`src/rtl/cpm_pkg.sv`:
```
// Shared types and default sizing for the CPM register-bank arbiter.
package cpm_pkg;

  localparam int unsigned CPM_NREQ = 4;
  localparam int unsigned CPM_NREG = 8;
  localparam int unsigned CPM_DW   = 16;

  typedef enum logic [1:0] {
    ST_IDLE  = 2'd0,
    ST_SWEEP = 2'd1,
    ST_DONE  = 2'd2
  } cpm_state_e;

endpackage

```
`src/rtl/cpm_rr_arb.sv`:
```
// Combinational round-robin arbiter: request vector + pointer -> one-hot grant and winner index.
// CPM_ARB_PRIO_EN gives requester 0 fixed top priority; the others keep round-robin.
module cpm_rr_arb #(
  parameter  int unsigned NREQ = 4,
  localparam int unsigned PW   = (NREQ > 1) ? $clog2(NREQ) : 1
) (
  input  logic [NREQ-1:0] req,
  input  logic [PW-1:0]   ptr,
  output logic [NREQ-1:0] gnt,
  output logic [PW-1:0]   win,
  output logic            any,
  output logic            ptr_upd
);

  logic            prio_hit;
  logic [NREQ-1:0] rr_req;

`ifdef CPM_ARB_PRIO_EN
  assign prio_hit = req[0];
  assign rr_req   = req & ~NREQ'(1);
`else
  assign prio_hit = 1'b0;
  assign rr_req   = req;
`endif

  // First valid requester at or after the pointer, wrapping around
  always_comb begin
    gnt = '0;
    win = '0;
    any = 1'b0;
    if (prio_hit) begin
      gnt[0] = 1'b1;
      any    = 1'b1;
    end else begin
      for (int unsigned k = 0; k < NREQ; k++) begin
        if (!any && rr_req[PW'((32'(ptr) + k) % NREQ)]) begin
          gnt[PW'((32'(ptr) + k) % NREQ)] = 1'b1;
          win = PW'((32'(ptr) + k) % NREQ);
          any = 1'b1;
        end
      end
    end
  end

  // Fixed-priority grants leave the rotation untouched
  assign ptr_upd = any & ~prio_hit;

endmodule

```
`src/rtl/cpm_reg_bank_arb.sv`:
```
// Arbitrates requester writes/clears onto a clearable register bank and sequences bank-wide clear sweeps.
// Optional CPM_ARB_PRIO_EN: requester 0 has fixed top priority.
module cpm_reg_bank_arb
  import cpm_pkg::*;
#(
  parameter  int unsigned NREQ = CPM_NREQ,
  parameter  int unsigned NREG = CPM_NREG,
  parameter  int unsigned DW   = CPM_DW,
  localparam int unsigned AW   = $clog2(NREG)
) (
  input  logic               Clk,
  input  logic               Rst,
  input  logic [NREQ-1:0]    ReqVld,
  output logic [NREQ-1:0]    ReqRdy,
  input  logic [NREQ-1:0]    ReqWr,
  input  logic [NREQ*AW-1:0] ReqAddr,
  input  logic [NREQ*DW-1:0] ReqData,
  input  logic               ClrAll,
  output logic               ClrAllDone,
  output logic [NREG-1:0]    RegEnable,
  output logic [NREG-1:0]    RegClear,
  output logic [DW-1:0]      RegDataIn,
  output logic               AddrErr,
  output logic               Busy
);

  localparam int unsigned PW = (NREQ > 1) ? $clog2(NREQ) : 1;

  cpm_state_e      state;
  logic [PW-1:0]   ptr;
  logic [AW-1:0]   cnt;
  logic            clr_pend;

  logic [NREQ-1:0] gnt;
  logic [PW-1:0]   win;
  logic            gnt_any;
  logic            ptr_upd;
  logic            arb_en;
  logic            sel_wr;
  logic [AW-1:0]   sel_addr;
  logic [DW-1:0]   sel_data;
  logic            sel_ok;

  cpm_rr_arb #(.NREQ(NREQ)) u_arb (
    .req     (ReqVld),
    .ptr     (ptr),
    .gnt     (gnt),
    .win     (win),
    .any     (gnt_any),
    .ptr_upd (ptr_upd)
  );

  // Grants only while idle with no sweep about to start
  assign arb_en = !Rst && (state == ST_IDLE) && !ClrAll && !clr_pend;
  assign ReqRdy = arb_en ? gnt : '0;

  // Winner's request fields
  always_comb begin
    sel_wr   = 1'b0;
    sel_addr = '0;
    sel_data = '0;
    for (int unsigned i = 0; i < NREQ; i++) begin
      if (gnt[i]) begin
        sel_wr   = ReqWr[i];
        sel_addr = ReqAddr[i*AW +: AW];
        sel_data = ReqData[i*DW +: DW];
      end
    end
  end

  assign sel_ok = (32'(sel_addr) < NREG);

  always_ff @(posedge Clk) begin
    if (Rst) begin
      state      <= ST_IDLE;
      ptr        <= '0;
      cnt        <= '0;
      clr_pend   <= 1'b0;
      ClrAllDone <= 1'b0;
      RegEnable  <= '0;
      RegClear   <= '0;
      RegDataIn  <= '0;
      AddrErr    <= 1'b0;
      Busy       <= 1'b0;
    end else begin
      RegEnable  <= '0;
      RegClear   <= '0;
      AddrErr    <= 1'b0;
      ClrAllDone <= 1'b0;
      case (state)
        ST_IDLE: begin
          if (ClrAll || clr_pend) begin
            state    <= ST_SWEEP;
            cnt      <= '0;
            clr_pend <= 1'b0;
            RegClear <= NREG'(1);
            Busy     <= 1'b1;
          end else if (gnt_any) begin
            if (ptr_upd)
              ptr <= (win == PW'(NREQ - 1)) ? '0 : win + PW'(1);
            if (!sel_ok) begin
              AddrErr <= 1'b1;
            end else if (sel_wr) begin
              RegEnable <= NREG'(1) << sel_addr;
              RegDataIn <= sel_data;
            end else begin
              RegClear <= NREG'(1) << sel_addr;
            end
          end
        end
        ST_SWEEP: begin
          if (ClrAll)
            clr_pend <= 1'b1;
          if (cnt == AW'(NREG - 1)) begin
            state      <= ST_DONE;
            ClrAllDone <= 1'b1;
          end else begin
            cnt      <= cnt + AW'(1);
            RegClear <= NREG'(1) << (cnt + AW'(1));
          end
        end
        ST_DONE: begin
          // A clear requested during the sweep restarts straight away
          if (ClrAll || clr_pend) begin
            state    <= ST_SWEEP;
            cnt      <= '0;
            clr_pend <= 1'b0;
            RegClear <= NREG'(1);
            Busy     <= 1'b1;
          end else begin
            state <= ST_IDLE;
            Busy  <= 1'b0;
          end
        end
        default: begin
          state <= ST_IDLE;
          Busy  <= 1'b0;
        end
      endcase
    end
  end

endmodule

```
`config.mk`:
```
export PLATFORM = sky130hd
export DESIGN_NAME = cpm_reg_bank_arb
export DESIGN_NICKNAME = d
export VERILOG_FILES = /design/src/rtl/cpm_pkg.sv /design/src/rtl/cpm_rr_arb.sv /design/src/rtl/cpm_reg_bank_arb.sv
export SDC_FILE = /design/constraint.sdc
export NUM_CORES = 1
export LEC_CHECK = 0
export ABC_AREA = 1
export ABC_CLOCK_PERIOD_IN_PS = 2600
export BUFFER_PORTS_ARGS = -buffer_cell sky130_fd_sc_hd__buf_2
export CAP_MARGIN = 20
export CELL_PAD_IN_SITES_DETAIL_PLACEMENT = 0
export CELL_PAD_IN_SITES_GLOBAL_PLACEMENT = 1
export CORE_ASPECT_RATIO = 1.4
export CORE_MARGIN = 2
export CORE_UTILIZATION = 29
export CTS_CLUSTER_DIAMETER = 100
export DETAILED_ROUTE_END_ITERATION = 8
export PLACE_DENSITY_LB_ADDON = 0.1
export SLEW_MARGIN = 15
export SYNTH_ARGS = -nofsm -noshare
export SYNTH_HDL_FRONTEND = slang
export SYNTH_HIERARCHICAL = 1
export SYNTH_SLANG_ARGS = --single-unit
```
`constraint.sdc`:
```
create_clock -name Clk -period 2.6 [get_ports Clk]
set_input_delay 0.13 -clock Clk [delete_from_list [all_inputs] [get_ports Clk]]
set_output_delay 0.13 -clock Clk [all_outputs]
set_load 0.05 [all_outputs]
```
* Word level (Yosys, flattened, before mapping) *
Index checks and enable logic that the tools add are counted.

storage, ports and cells
  memories = 0
  input port bits = 87
  RAM bits = 0
  bits in latches = 0
  output and inout port bits = 39
  bits in registers = 42
  bits in read-only memories = 0

operators by class
  muxes and demuxes = 62
  $mul = 0
  bitwise gates (word level) = 8
  shift-type cells = 2
  divide/modulo/power cells = 0
  $lt $le $gt $ge = 8
  $add $sub $neg = 5
  equality and inequality tests = 9
  reduce and logical (&&, ||, !) cells = 28

operators by type and width
  cell                                                         number
  two-way mux 16 bit                                           4
  two-way mux 8 bit                                            4
  one-hot mux 8 bit (3 select lines)                           1
  two-way mux 1 bit                                            23
  two-way mux 4 bit                                            5
  two-way mux 3 bit                                            6
  left shift 1 x 3 -> 8 bit (first input constant)             2
  two-way mux 2 bit                                            7
  less-than comparator 2 x 3 -> 1 bit (second input constant)  4
  bitwise OR 4 bit                                             3
  logical AND 1 bit                                            10
  AND reduction 3 bit                                          3
  binary-select mux 1 bit (select 2 bit)                       4
  demux 1 bit (select 2 bit)                                   4
  >= comparator 2 x 1 -> 1 bit (second input constant)         4
  zero test 1 bit                                              6
  inequality test 2 bit (second input constant)                3
  one-hot mux 2 bit (3 select lines)                           1
  one-hot mux 3 bit (2 select lines)                           1
  inverter 1 bit                                               5
  OR reduction 5 bit                                           1
  adder 2 x 1 -> 2 bit (second input constant)                 2
  adder 2 bit (second input constant)                          2
  equality test 2 bit (second input constant)                  2
  other kinds (12)                                             15

* Depth between registers and ports, before layout *
  word-level depth = 21
  mapped depth = 20
  mapped depth without buffers = 18

* Cells and area by module *
Netlist, hierarchy kept.

modules (own cells, without submodules)
  module            times used  area each (µm²)  cells each  seq. area each (µm²)
  cpm_reg_bank_arb  1           2,270.9          312         840.8
  cpm_rr_arb        1           437.9            75          0.0

* Worst setup path before layout *
OpenSTA, ideal clock, no wires.

  kind = register to output
  start = register ptr[0]
  end = output ReqRdy[2]
  stages on the path, launching flop included = 14
  setup slack = -0.164 ns
  buffers on the path = 3
  arrival = 2.634 ns
  cells stage by stage = dfxtp_1 > inv_2 > ha_1 > inv_1 > nand2_1 > nand2_2 > nor2_4 > buf_6 > nand4_1 > nand3_1 > inv_2 > buf_2 > buf_2 > nor2_1

on the way
  cells in the longest elaborated chain, start to end = 13
  elaborated cells on any way between the ends = 48
  those cells by class = 3 x add/sub; 8 x order compare; 24 x mux; 3 x bitwise; 10 x reduce/logical

ends and longest elaborated chain
  element                                                                       RTL line                 text
  from (decl)                                                                   cpm_reg_bank_arb.sv:30   logic [PW-1:0] ptr;
  from (signal assigned)                                                        cpm_reg_bank_arb.sv:100  ptr <= (win == PW'(NREQ - 1)) ? '0 : win + PW'(1);
  branches (longest 11 deep; another with less-than comparator 2 x 3 -> 1 bit)  --
  two-way mux 4 bit (*)                                                         cpm_rr_arb.sv:36         if (!any && rr_req[PW'((32'(ptr) + k) % NREQ)]) begin
  named net gnt[2]                                                              cpm_reg_bank_arb.sv:34   logic [NREQ-1:0] gnt;
  two-way mux 4 bit (*)                                                         cpm_reg_bank_arb.sv:55   assign ReqRdy = arb_en ? gnt : '0;
  to (decl)                                                                     cpm_reg_bank_arb.sv:14   output logic [NREQ-1:0] ReqRdy,

Mark *: on every way through the listed nets, which the timed path passes. The select of a mux whose other input is x is not followed.

* Worst setup path in the final report *
  start = register ptr[1]
  end = output ReqRdy[1]

Same word-level chain as after synthesis.

==> results_tabular.tex <==
\begin{tabular}{lr}
\hline
Metric & Value \\
\hline
\multicolumn{2}{l}{\textbf{Layout}} \\
\quad Antenna fix cells & 0 \\
\quad Number of nets in the layout & 625 \\
\quad Synthesis-to-layout area growth & 44.7\% \\
\quad Fraction of final layout cells sized beyond drive strength 1 & 41.4\% \\
\quad Post-route design area & 3920 µm² \\
\multicolumn{2}{l}{\textbf{GRT}} \\
\quad Global-route wire length before repair & 15.0 mm \\
\quad Tot GR Track Use & 18.9\% \\
\quad Via count of the first global-routing pass & 3,015 \\
\quad Met3 Track Usage GR & 4.26\% \\
\quad GRT overflow & 0 \\
\quad M2 GR Usage & 35.5\% \\
\quad Maximum number of pins on one net before global-route repair & 33 \\
\quad Global routing's busiest layer & met2 \\
\quad GR Util met1 & 21.1\% \\
\quad Antenna violations before repair & 2 \\
\multicolumn{2}{l}{\textbf{Worst setup path}} \\
\quad Sort of element at the end of the critical path & output port \\
\quad Critical path class & flip-flop to output port \\
\quad Arrival time at the worst endpoint & 2.34 ns \\
\quad R2R depth & 19 \\
\quad Startpoint type of the worst setup path & flip-flop \\
\quad Critical path peak fanout & 15 \\
\quad Data required time at the worst endpoint & 2.47 ns \\
\multicolumn{2}{l}{\textbf{Run}} \\
\quad Max-capacitance violation count & 0 \\
\multicolumn{2}{l}{\textbf{Place}} \\
\quad Placed wire-length estimate after detailed placement & 7.72 mm \\
\quad Number of buffers added on ports & 124 \\
\quad Post-Place Worst Slack & 0.0353 ns \\
\quad GPL Wtd Cong & 0.826 \\
\quad DP Area & 3510 µm² \\
\multicolumn{2}{l}{\textbf{STA}} \\
\quad Fin Hold WS & 0.129 ns \\
\quad Final setup violation count & 0 \\
\quad Endpoints failing hold & 0 \\
\quad Setup skew after layout & 0.00436 ns \\
\quad Final period demand of the worst path & 2.47 ns \\
\quad Final period util & 94.8\% \\
\quad Worst Setup Slack, final & 0.135 ns \\
\quad Final count of pins violating max slew & 0 \\
\quad Achievable clock frequency & 0.406 GHz \\
\multicolumn{2}{l}{\textbf{Detailed routing}} \\
\quad Via-to-Cell Ratio & 4.96 \\
\quad Total vias in the final route & 3,143 \\
\quad Antenna viol nets, final & 0 \\
\quad Count of TritonRoute iterations in the first routing pass & 4 \\
\quad Final routed wirelength across all metal layers & 9.97 mm \\
\quad Final routed wire length divided by cell count & 15.7 µm \\
\quad Remaining routing DRC violations & 0 \\
\quad 1st-iter DRT viols & 88 \\
\multicolumn{2}{l}{\textbf{Yosys}} \\
\quad Syn Std Cell Area & 2710 µm² \\
\quad Synthesized area per cell & 7.00 µm² \\
\quad Main flop type after synthesis & dfxtp\_1 \\
\quad Total nets after synthesis & 486 \\
\quad Proportion of synthesized chip area in sequential cells & 31.0\% \\
\quad Synth Warn \# & 6 \\
\quad Synth top cells by count & a21oi\_1 (65), dfxtp\_1 (42), nor2\_1 (42), nand2\_1 (41), nand3\_1 (35) \\
\quad Flip-flop and latch count after synthesis & 42 \\
\quad Top-count cell post-synth & a21oi\_1 \\
\quad Instance count of the mapped netlist & 387 \\
\quad Cell type with the highest aggregate area in the netlist & dfxtp\_1 \\
\quad Biggest area contributors in the synthesized netlist & dfxtp\_1 (31\%), a21oi\_1 (12\%), nand3\_1 (6.5\%) \\
\quad Async SR Flop Fraction & 0\% \\
\quad Number of flops mapped to enable cells by yosys & 0 \\
\quad Number of distinct library cells after synthesis & 32 \\
\quad Yosys top cell area share & 31.0\% \\
\multicolumn{2}{l}{\textbf{Clock tree}} \\
\quad Total clock sinks & 42 \\
\quad Number of hold buffers added after CTS & 0 \\
\quad Clock-pin slew on the worst setup and hold paths & 0.06 ns \\
\quad Max clock buf depth & 2 \\
\quad TritonCTS clock tree & done \\
\quad CTS Root Cell & clkbuf\_16 \\
\quad Clock insertion delay at the later pin of the skew report & 0.29 ns \\
\quad CTS H-tree depth & 2 \\
\quad TritonCTS buffer count & 5 \\
\multicolumn{2}{l}{\textbf{Hold path}} \\
\quad Classification of the worst-slack hold path & input port to flip-flop \\
\quad Number of stages on the worst hold path & 3 \\
\multicolumn{2}{l}{\textbf{Die}} \\
\quad Initial core utilization & 30.0\% \\
\quad Area of the core region & 9030 µm² \\
\quad Count of standard-cell rows & 41 \\
\quad \# IOs & 126 \\
\quad Full die area & 10,100 µm² \\
\quad Die outline height & 118 µm \\
\quad Die width & 85.7 µm \\
\multicolumn{2}{l}{\textbf{Pwr}} \\
\quad Fraction of power spent switching nets & 53.0\% \\
\quad Power density over the cells & 1580 nW/µm² \\
\quad Switching power summed over all nets & 3280 µW \\
\quad Proportion of power drawn by flip-flops and latches & 14.7\% \\
\quad Clock network fraction of total power & 10.5\% \\
\quad Cell-internal power & 2900 µW \\
\quad Power share of the combinational group & 74.9\% \\
\quad Worst ir drop on vdd & 0.856 mV \\
\quad Static leakage & 0.00191 µW \\
\multicolumn{2}{l}{\textbf{Run status}} \\
\quad Run status & completed \\
\hline
\end{tabular}
==> area by class of cell <==
class	instances	area [µm²]
sequential	42	843
timing repair buffer	156	956
inverter	31	121
fill	979	5110
clock inverter	2	12.5
tap	107	134
multi-input combinational	290	1710
clock buffer	6	139
==> registers in the layout, indices dropped and copies added, names as in the netlist <==
name,count
RegEnable,8
ClrAllDone,1
RegClear,8
clr_pend,1
cnt,3
state,2
ptr,2
Busy,1
RegDataIn,16
==> per-layer routing <==
metal,wire [µm],up-vias
li1,-,1608
met1,3790,1417
met2,5420,108
met3,665,8
met4,82,2
met5,11,-
==> cells in the final DEF (no fill, tap or decap), types with 2 or more instances in the layout <==
| cell type | count |
|---|---|
| nand2_2 | 12 |
| nand2_4 | 3 |
| o21ai_0 | 3 |
| a21boi_0 | 4 |
| nor2_2 | 6 |
| a22oi_1 | 5 |
| inv_4 | 2 |
| o21ai_1 | 16 |
| ha_1 | 11 |
| nor2_4 | 4 |
| nor4_1 | 3 |
| dfxtp_1 | 40 |
| clkbuf_16 | 7 |
| inv_1 | 20 |
| nand3_1 | 31 |
| buf_12 | 4 |
| nand2_1 | 39 |
| a211oi_1 | 16 |
| nand3_2 | 4 |
| buf_4 | 24 |
| buf_2 | 123 |
| nor3_1 | 7 |
| a21oi_2 | 4 |
| dfxtp_2 | 2 |
| buf_6 | 2 |
| nor2_1 | 39 |
| nand4_1 | 9 |
| inv_2 | 9 |
| a21oi_1 | 63 |
| nand3_4 | 3 |
==> cell families (layout without fill, tap and decap cells) <==
family,count (synthesis),in the layout,share of synthesized area (%)
DFF,42,42,31.0
AOI/OAI and AO/OA,115,115,24.9
buffers and inverters,55,195,9.61
adders and majority gates,12,12,5.54
and+or+nand+nor,162,162,28.7
other,1,1,0.138
==> power by group through the flow <==
stage	Combinational (µW)	Clock, µW	Sequential, µW
3_5_place_dp	4090	0	918
5_1_grt	5040	684	925
2_1_floorplan	2500	0	1440
6_report	4630	648	907
4_1_cts	4110	665	907
3_3_place_gp	4080	0	920
==> final timing paths <==
path	from	to	slack [ns]
worst min-delay path	ReqData[51]	RegDataIn[3]	0.13
worst max register to register	ptr[1]	RegClear[1]	0.17
worst min register to register	cnt[2]	cnt[2]	0.47
worst max-delay path	ptr[1]	ReqRdy[1]	0.13
==> timing repair <==
action,CTS,global route
hold endpoints to repair,0,0
setup buffers,0,10
pin swaps,0,4
gates cloned,0,2
gates resized for setup,1,28
setup endpoints to repair,1,36
==> metrics by stage <==
| step | setup TNS [ns] | cells | total power, µW | util [%] |
|---|---|---|---|---|
| finish | 0 | 634 | 6180 | 43.4 |
| global route | -0.0356 | 634 | 6650 | 43.4 |
| CTS | 0 | 622 | 5680 | 40.7 |
| detailed placement | 0 | 614 | 5010 | 38.9 |
| global placement | 0 | 614 | 5000 | 38.9 |
| floorplan | 0 | 387 | 3940 | - |
==> critical path: stages (launching register included) <==
cell      delay (ns)
dfxtp_2         0.33
inv_2           0.05
ha_4            0.27
inv_1           0.07
nand2_1         0.08
nand2_2         0.07
nor2_4          0.13
buf_4           0.15
nand3_1         0.08
nand3_2         0.11
inv_2           0.06
buf_4           0.15
buf_12          0.15
nor2_2          0.10
clkbuf_4        0.23
Note: power is estimated with default switching activity, not from simulation.
